### src/rtl/exec_stage_pkg.sv
// Shared constants and types for the execute stage and the ALU control decoder.
package exec_stage_pkg;

   // ALU operation selects; 6 and 7 are reserved and produce 0.
   localparam logic [2:0] ALU_ADD = 3'd0;
   localparam logic [2:0] ALU_SUB = 3'd1;
   localparam logic [2:0] ALU_AND = 3'd2;
   localparam logic [2:0] ALU_OR  = 3'd3;
   localparam logic [2:0] ALU_SLT = 3'd4;
   localparam logic [2:0] ALU_XOR = 3'd5;

   // Control bits that ride through EX into MEM/WB untouched.
   typedef struct packed {
      logic reg_write;
      logic mem_read;
      logic mem_write;
      logic mem_to_reg;
   } ctrl_t;

endpackage

### src/rtl/exec_stage_alu.sv
// Combinational ALU: ADD/SUB modulo 2^WIDTH, bitwise AND/OR/XOR, signed SLT.
module alu_core
   import exec_stage_pkg::*;
#(
   parameter int WIDTH = 32
) (
   input  logic [WIDTH-1:0] a,
   input  logic [WIDTH-1:0] b,
   input  logic [2:0]       sel,
   output logic [WIDTH-1:0] result,
   output logic             zero
);

   // Operation select; reserved codes fall through to 0.
   always_comb begin
      result = '0;
      case (sel)
         ALU_ADD: result = a + b;
         ALU_SUB: result = a - b;
         ALU_AND: result = a & b;
         ALU_OR:  result = a | b;
         ALU_SLT: result = {{(WIDTH-1){1'b0}}, ($signed(a) < $signed(b))};
         ALU_XOR: result = a ^ b;
         default: result = '0;
      endcase
   end

   assign zero = (result == '0);

endmodule

### src/rtl/exec_stage.sv
// Execute stage: operand mux, ALU, branch resolution and the EX/MEM register.
module exec_stage
   import exec_stage_pkg::*;
#(
   parameter int WIDTH  = 32,
   parameter int REG_AW = 5
) (
   input  logic              clk,
   input  logic              reset,
   input  logic              in_valid,
   input  logic              stall,
   input  logic              flush,
   input  logic [2:0]        alu_sel,
   input  logic              alu_src,
   input  logic [WIDTH-1:0]  rd_a,
   input  logic [WIDTH-1:0]  rd_b,
   input  logic [WIDTH-1:0]  imm,
   input  logic [WIDTH-1:0]  pc_plus4,
   input  logic              branch,
   input  logic              reg_write,
   input  logic              mem_read,
   input  logic              mem_write,
   input  logic              mem_to_reg,
   input  logic [REG_AW-1:0] write_reg,
   output logic              out_valid,
   output logic [WIDTH-1:0]  alu_result,
   output logic              zero,
   output logic [WIDTH-1:0]  store_data,
   output logic              branch_taken,
   output logic [WIDTH-1:0]  branch_target,
   output logic              reg_write_o,
   output logic              mem_read_o,
   output logic              mem_write_o,
   output logic              mem_to_reg_o,
   output logic [REG_AW-1:0] write_reg_o
);

   // EX/MEM payload; the valid bit is kept separately.
   typedef struct packed {
      logic [WIDTH-1:0]  alu_result;
      logic              zero;
      logic [WIDTH-1:0]  store_data;
      logic              branch_taken;
      logic [WIDTH-1:0]  branch_target;
      ctrl_t             ctrl;
      logic [REG_AW-1:0] write_reg;
   } exmem_t;

   logic [WIDTH-1:0] op_b;
   logic [WIDTH-1:0] alu_res;
   logic             alu_zero;
   exmem_t           nxt;
   exmem_t           q;
   logic             valid_q;

   assign op_b = alu_src ? imm : rd_b;

   alu_core #(.WIDTH(WIDTH)) u_alu (
      .a      (rd_a),
      .b      (op_b),
      .sel    (alu_sel),
      .result (alu_res),
      .zero   (alu_zero)
   );

   // Assemble the payload a valid instruction would load.
   always_comb begin
      nxt                = '0;
      nxt.alu_result     = alu_res;
      nxt.zero           = alu_zero;
      nxt.store_data     = rd_b;
      nxt.branch_taken   = branch & alu_zero;
      nxt.branch_target  = pc_plus4 + {imm[WIDTH-3:0], 2'b00};
      nxt.ctrl.reg_write  = reg_write;
      nxt.ctrl.mem_read   = mem_read;
      nxt.ctrl.mem_write  = mem_write;
      nxt.ctrl.mem_to_reg = mem_to_reg;
      nxt.write_reg      = write_reg;
   end

   // EX/MEM register: reset > flush > stall (hold) > load; invalid loads become bubbles.
   always_ff @(posedge clk) begin
      if (reset) begin
         valid_q <= 1'b0;
         q       <= '0;
      end else if (flush) begin
         valid_q <= 1'b0;
         q       <= '0;
      end else if (!stall) begin
         valid_q <= in_valid;
         q       <= in_valid ? nxt : '0;
      end
   end

   assign out_valid     = valid_q;
   assign alu_result    = q.alu_result;
   assign zero          = q.zero;
   assign store_data    = q.store_data;
   assign branch_taken  = q.branch_taken;
   assign branch_target = q.branch_target;
   assign reg_write_o   = q.ctrl.reg_write;
   assign mem_read_o    = q.ctrl.mem_read;
   assign mem_write_o   = q.ctrl.mem_write;
   assign mem_to_reg_o  = q.ctrl.mem_to_reg;
   assign write_reg_o   = q.write_reg;

endmodule
### config.mk
export PLATFORM = sky130hd
export DESIGN_NAME = exec_stage
export DESIGN_NICKNAME = d
export VERILOG_FILES = /design/src/rtl/exec_stage_pkg.sv /design/src/rtl/exec_stage_alu.sv /design/src/rtl/exec_stage.sv
export SDC_FILE = /design/constraint.sdc
export NUM_CORES = 1
export LEC_CHECK = 0
export CORE_UTILIZATION = 31
export CTS_BUF_LIST = sky130_fd_sc_hd__clkbuf_4 sky130_fd_sc_hd__clkbuf_8
export DETAILED_ROUTE_END_ITERATION = 7
export GPL_TIMING_DRIVEN = 0
export HOLD_SLACK_MARGIN = 0.05
export PLACE_DENSITY = 0.63
export SLEW_MARGIN = 20
export SYNTH_ARGS = -nofsm -noshare
export SYNTH_HDL_FRONTEND = slang
export SYNTH_SLANG_ARGS = --single-unit
export TNS_END_PERCENT = 1
### constraint.sdc
create_clock -name clk -period 6.85 [get_ports clk]
set_input_delay 1.37 -clock clk [delete_from_list [all_inputs] [get_ports clk]]
set_output_delay 1.37 -clock clk [all_outputs]
set_load 0.01 [all_outputs]
==> results of run 1 <==
==> Yosys cell counts (6+ instances only) <==
| master | count | area [um2] |
|---|---|---|
| nor4_1 | 14 | 87.58 |
| or2_2 | 7 | 43.79 |
| dfxtp_1 | 108 | 2162 |
| xnor2_1 | 21 | 183.9 |
| and2_1 | 9 | 56.30 |
| buf_1 | 11 | 41.29 |
| o21bai_1 | 16 | 120.1 |
| a32oi_1 | 6 | 52.55 |
| o211ai_1 | 19 | 142.6 |
| o311ai_0 | 6 | 52.55 |
| nand4_1 | 8 | 50.05 |
| o21ai_0 | 67 | 335.3 |
| a21o_1 | 32 | 240.2 |
| nor2b_1 | 11 | 68.82 |
| nand2_1 | 76 | 285.3 |
| nor2_1 | 181 | 679.4 |
| mux2i_1 | 40 | 400.4 |
| a211oi_1 | 19 | 142.6 |
| xor2_1 | 22 | 192.7 |
| inv_2 | 6 | 22.52 |
| clkbuf_1 | 62 | 232.7 |
| nand2b_1 | 16 | 100.1 |
| ha_1 | 132 | 1652 |
| inv_1 | 99 | 371.6 |
| nor3_1 | 27 | 135.1 |
| and3_1 | 6 | 37.54 |
| a22oi_1 | 92 | 690.7 |
| or3_1 | 10 | 62.56 |
| o31ai_1 | 13 | 97.59 |
| a221o_1 | 8 | 80.08 |
| nand3_1 | 19 | 95.09 |
| a21oi_1 | 103 | 515.5 |
| o21ai_1 | 12 | 60.06 |
| buf_2 | 15 | 75.07 |
| a31oi_1 | 15 | 93.84 |
==> metrics by stage <==
step | power (uW) | setup slack (ns)
after global routing | 2247 | 0.02385
after CTS | 2133 | 0.06945
after global placement | 1621 | -0.4287
after detailed placement | 1626 | -0.4148
final | 2148 | 0.2219
after floorplan | 1261 | 1.424
==> kinds of logic (layout without fill, tap and decap cells) <==
kind of cell / count (synthesis) / in the layout / share of synthesized area (%)
flops: 108 / 108 / 20.36
buf+inv: 196 / 464 / 7.211
simple gates: 404 / 404 / 17.70
xor+xnor: 43 / 43 / 3.547
compound gates: 483 / 483 / 31.30
fa+ha+maj: 135 / 135 / 16.12
mux: 40 / 40 / 3.770
==> layout by cell type (no fill, tap or decap), drive strengths merged, types with 5 or more instances in the layout <==
| cell | instances |
|---|---|
| clkdlybuf4s50 | 252 |
| nor2 | 181 |
| ha | 132 |
| inv | 109 |
| dfxtp | 108 |
| a21oi | 104 |
| a22oi | 92 |
| o21ai | 80 |
| nand2 | 76 |
| clkbuf | 74 |
| mux2i | 40 |
| a21o | 32 |
| nor3 | 28 |
| buf | 27 |
| xor2 | 22 |
| xnor2 | 21 |
| o211ai | 20 |
| a211oi | 20 |
| nand3 | 19 |
| o21bai | 17 |
| nand2b | 16 |
| o31ai | 16 |
| a31oi | 15 |
| nor4 | 15 |
| nor2b | 11 |
| or3 | 10 |
| and2 | 9 |
| nand4 | 9 |
| a221o | 8 |
| or2 | 7 |
| and3 | 7 |
| o311ai | 7 |
| a32oi | 6 |
| a2111oi | 5 |
| o41ai | 5 |
| a221oi | 5 |
==> sequential cells by signal, indices dropped and copies added, names as in the netlist, 5 cells and up <==
name,cells
branch_target,32
store_data,32
write_reg_o,5
alu_result,32
==> worst max path at each step <==
stage,startpoint,to,slack [ns]
after global placement,alu_src,branch_taken,-0.43
after CTS,alu_src,branch_taken,0.07
final,alu_src,branch_taken,0.22
after floorplan,alu_src,branch_taken,1.42
after detailed placement,alu_src,branch_taken,-0.41
after global routing,alu_src,branch_taken,0.02
==> layer usage <==
metal,vias to the layer above,wire length [um],GRT usage (%)
met5,-,0,0
met4,0,1589,10.28
met3,91,3688,4.071
met2,615,21170,42.32
met1,5706,21050,35.66
li1,5651,-,-
==> worst reg2reg max path: stages, from the launching register on <==
cell	delay, ns
dfxtp_1	0.39
a22oi_1	0.21
nor2_1	0.05
==> power by group through the flow <==
| stage | Combinational (uW) | Clock [uW] | Sequential [uW] |
|---|---|---|---|
| after floorplan | 590 | 0 | 671 |
| after global placement | 956 | 0 | 665 |
| after detailed placement | 960 | 0 | 666 |
| after CTS | 965 | 516 | 652 |
| after global routing | 1060 | 533 | 654 |
| final | 988 | 509 | 652 |
==> final cells by class <==
cell class / count / area share (%)
plain buffers: 91 / 2.683
well taps: 448 / 4.020
repair buffers: 252 / 18.09
clock inverters: 6 / 0.7179
multi-input cells: 1105 / 55.16
flip-flops and latches: 108 / 15.51
clock buffers: 10 / 0.9872
inverters: 105 / 2.827
==> what timing repair did <==
item	CTS	global route
hold buffers	0	0
endpoints found under the setup margin	0	2
resized for setup	0	4
==> reports/qor.csv, run 1 <==
metric,value,unit
ir_drop,0.1322,mV
whs,0.4557,ns
switching_share,41.71,%
synth_seq_area_share,20.36,%
power.share.combinational,46.0,%
clkSlewWorstSetupHoldPaths,0.12,ns
ios,255,
syn_avg_cell_area,7.537,um2
cts_setup_buffers,0,
cp-end-kind,register,
crit_family,simple AND/OR/NAND/NOR gates,
crit_fanout,10,
finalNetCount,1954,
drive_above_1_share,3.995,%
ys_seq_elements,108,
antenna_found_initial,0,
r2r_cells,2,
critical-path-max-stage-delay,0.83,ns
cts-htree-levels,3,
leakage,0.005704,uW
slew_viol_final,0,
setup_viol,0,
root_buffer,clkbuf_8,
pwr-share-clk,23.7,%
period_needed,6.628,ns
first_iter_violations,1210,
cp_cell_sequence,clkbuf_1 -> buf_1 -> mux2i_1 -> inv_1 -> fa_1 -> a211oi_2 -> o21bai_1 -> a21oi_1 -> o21bai_1 -> xnor2_1 -> a221o_1 -> or4b_1 -> nor4_1 -> nand4b_1 -> nor4_1 -> nand4bb_1 -> o31ai_2,
firstDrtPassIters,6,
criticalPathCategory,in -> reg,
hold_start,branch_target[29],
synth_fp_nets,1691,
slowest_stage,buf_1,
clkLatencyLatePin,0.44,ns
grt.overflow.total,0,
multi_input_area,0.007691,mm2
clock_skew,0,ns
whs_path_depth,2,
port_buffers,252,
grt_first_pass_wirelength,71030,um
cts_buffers,9,
dp.cells,2109,
postRouteWirelength,47490,um
rsz0062_at_grt,no,
die_area,0.03500,mm2
post-route-util,41.47,%
wl_per_cell,22.35,um
grt_max_degree,20,
dp_hpwl,38340,um
area_delta_synth_final,31.29,%
ys_warn_count,0,
grt_pass1_vias,11540,
n_fill_cell,3483,
dieHeight,187.1,um
die_w,187.1,um
cp.required,7.23,ns
final.setup.tns,0,ns
cts_tree,yes,
syn_area,0.01062,mm2
holdPathEnd,branch_target[29],
ys.flop_type,dfxtp_1,
worstMarginPinSlew,1.049,ns
vias,12060,
ff2ff_setup_slack,6.07,ns
rows,67,
final_cells,2125,
hold_class,reg -> reg,
slew_headroom,30.04,%
crit_buf_inv,3,
timing.final.hold_violations,0,
seq_power_share,30.3,%
place_congestion,0.9832,
async_reset_ff_share,0,%
drc,0,
cts.sinks,108,
power.density,154.1,mW/mm2
internal-power,1252,uW
postSynthCellCount,1409,
reg2reg_from,alu_result[6],
status,completed,
postRouteAntennaNets,0,
max_freq,150.9,MHz
grt_usage,26.50,%
path_depth,17,
synth_edf_count,0,
drv_cap,0,
register_area,0.002162,mm2
post_drt_via_cell_ratio,5.677,
period_share,96.76,%
yosysUniqueCellTypes,85,
start_util,31.59,%
coreArea,0.03362,mm2
insertedDiodeCount,0,
p_sw,896.1,uW
place_area,0.01370,mm2
cts_buffer_depth,2,
r2r_end,alu_result[6],
startpoint_type,input port,
cp.arrival,7.00,ns
fin_area,0.01394,mm2
Power figures use the tool's default switching activity.
==> run 2: changes to the inputs <==
--- a/config.mk
+++ b/config.mk
@@ -5,6 +5,7 @@
 export SDC_FILE = /design/constraint.sdc
 export NUM_CORES = 1
 export LEC_CHECK = 0
+export CAP_MARGIN = 20
 export CORE_UTILIZATION = 31
 export CTS_BUF_LIST = sky130_fd_sc_hd__clkbuf_4 sky130_fd_sc_hd__clkbuf_8
 export DETAILED_ROUTE_END_ITERATION = 7
@@ -14,5 +15,6 @@
 export SLEW_MARGIN = 20
 export SYNTH_ARGS = -nofsm -noshare
 export SYNTH_HDL_FRONTEND = slang
+export SYNTH_HIERARCHICAL = 1
 export SYNTH_SLANG_ARGS = --single-unit
 export TNS_END_PERCENT = 1
==> constraint.sdc (replaced) <==
create_clock -name clk -period 6.85 [get_ports clk]
set_input_delay 1.37 -clock clk [delete_from_list [all_inputs] [get_ports clk]]
set_output_delay 1.37 -clock clk [all_outputs]
set_load 0.05 [all_outputs]
==> reports/qor.csv, run 2 <==
metric,value,unit
clkLatencyLatePin,0.41,ns
synth_seq_area_share,19.31,%
root_buffer,clkbuf_8,
cp-end-kind,register,
die_area,0.03689,mm2
cp.required,7.20,ns
drive_above_1_share,5.530,%
ff2ff_setup_slack,6.01,ns
grt.overflow.total,0,
grt_pass1_vias,12050,
hold_start,branch_target[29],
synth_area_leaders,"dfxtp_1, ha_1, nor2_1, a22oi_1, a21oi_1",
cts_tree,yes,
max_freq,152.5,MHz
leakage,0.005790,uW
period_share,95.72,%
firstDrtPassIters,7,
startpoint_type,input port,
final_cell_mix,"clkdlybuf4s50_1, nor2_1, ha_1",
finalNetCount,2047,
dieHeight,192.1,um
postRouteWirelength,49020,um
holdPathEnd,branch_target[29],
wl_per_cell,21.94,um
grt_first_pass_wirelength,71730,um
cp.arrival,6.91,ns
ys.flop_type,dfxtp_1,
ys_seq_elements,108,
status,completed,
worstMarginPinSlew,0.8864,ns
clock_skew,0,ns
cts.sinks,108,
cts_buffer_depth,2,
postSynthCellCount,1506,
drc,0,
synth_edf_count,0,
clkSlewWorstSetupHoldPaths,0.11,ns
synth.largest_area_cell,dfxtp_1,
whs,0.4521,ns
synth_top_area_share,19.31,%
yosysMostFrequentCell,nor2_1,
antenna_found_initial,1,
synth_fp_nets,1786,
postRouteAntennaNets,0,
post_drt_via_cell_ratio,5.766,
start_util,31.49,%
cts_buffers,9,
ios,255,
power.density,149.4,mW/mm2
grt_max_degree,19,
place_congestion,1.023,
finalPower,2165,uW
port_buffers,250,
ys_warn_count,6,
syn_avg_cell_area,7.437,um2
r2r_end,branch_target[11],
yosys-top-cells-count,"nor2_1, ha_1, a21oi_1, nand2_1, dfxtp_1",
coreArea,0.03557,mm2
area_delta_synth_final,29.39,%
drv_cap,0,
whs_path_depth,2,
cts-htree-levels,3,
final_common_cell,clkdlybuf4s50_1,
slew_viol_final,0,
first_iter_violations,1230,
async_reset_ff_share,0,%
timing.final.hold_violations,0,
die_w,192.1,um
vias,12880,
syn_area,0.01120,mm2
crit_fanout,10,
n_fill_cell,3733,
slew_headroom,40.91,%
yosysUniqueCellTypes,90,
dp.cells,2217,
criticalPathCategory,in -> reg,
setup_viol,0,
r2r_cells,3,
reg2reg_from,branch_target[11],
grt_usage,25.74,%
hold_class,reg -> reg,
cts_setup_buffers,0,
final_cells,2234,
rsz0062_at_grt,no,
dp_hpwl,40020,um
ir_drop,0.09352,mV
period_needed,6.557,ns
rows,69,
## run 2: changes by cell type after synthesis, moves of 9 or more
cell | before | now
nand3_1 | 19 | 29
nand2b_1 | 16 | 7
a21oi_1 | 103 | 121
nor2_1 | 181 | 190
nand2_1 | 76 | 117
o21ai_0 | 67 | 56
mux2i_1 | 40 | 18
mux2_2 | 0 | 33
## run 2: per-stage QoR
step	util [%]	TNS (ns)	worst slack (ns)	cell area, um2
6_report	40.74	0	0.2931	14490
3_3_place_gp	40.14	-0.2932	-0.2003	14280
5_1_grt	40.74	0	0.1054	14490
3_5_place_dp	40.14	-0.4800	-0.3046	14280
2_1_floorplan	-	0	1.228	11200
4_1_cts	40.70	0	0.1238	14480
## run 2: final cells by class
type | count | area (um2) | share of cell area [%]
flip-flops and latches | 108 | 2162 | 14.92
inverters | 103 | 386.6 | 2.668
clock inverters | 7 | 73.82 | 0.5094
multi-input cells | 1199 | 8267 | 57.05
clock buffers | 9 | 123.9 | 0.8548
repair buffers | 250 | 2502 | 17.27
well taps | 461 | 576.8 | 3.980
diodes | 1 | 2.502 | 0.01727
plain buffers | 96 | 396.6 | 2.737
## run 2: worst max-delay path by stage
stage                        from            to  slack [ns]
after floorplan           alu_src  branch_taken        1.23
after global placement    alu_src  branch_taken       -0.20
after detailed placement  alu_src  branch_taken       -0.30
after CTS                 alu_src  branch_taken        0.12
after global routing      alu_src  branch_taken        0.11
final                     alu_src  branch_taken        0.29
## run 2: timing repair
action                                  4_1_cts  5_1_grt
endpoints found under the hold margin         0        0
hold buffers                                  0        0
resized for setup                             0        4
endpoints found under the setup margin        0        2
## run 2: per-layer routing
metal	vias to the layer above	global-route usage (%)	wire [um]
met3	92	3.435	4366
met1	6077	33.34	20400
met2	710	43.36	22720
li1	6002	-	-
met5	-	0	0
met4	0	9.207	1526
## run 2: kinds of logic (layout without fill, tap and decap cells)
kind of cell	Yosys count	after routing	share of synthesized area (%)
xor+xnor	41	41	3.206
other cells	0	1	0
mux	51	51	4.927
compound gates	512	512	31.54
fa+ha+maj	133	133	15.06
buf+inv	199	465	6.971
simple gates	462	462	18.99
flops	108	108	19.31
## run 2: critical path, stage by stage
cell	delay, ns
clkbuf_1	0.38
clkbuf_2	0.37
mux2_2	0.44
inv_1	0.10
ha_1	0.14
clkbuf_1	0.42
nand2_1	0.15
a211oi_1	0.43
o21ai_0	0.21
o21ai_1	0.37
o31ai_1	0.26
o21ai_1	0.30
a311oi_1	0.14
o31a_1	0.15
or3_1	0.43
or4_1	0.55
nor2_1	0.20
nand2_1	0.11
nor3b_1	0.23
a21oi_1	0.06
nor2_1	0.11
## run 2: where the power goes
part	internal (uW)	leakage (uW)	switching (uW)
Clock	171	0.000100	248
Combinational	406	0.00482	687
Sequential	643	0.000874	10.2
Total	1220	0.00579	945
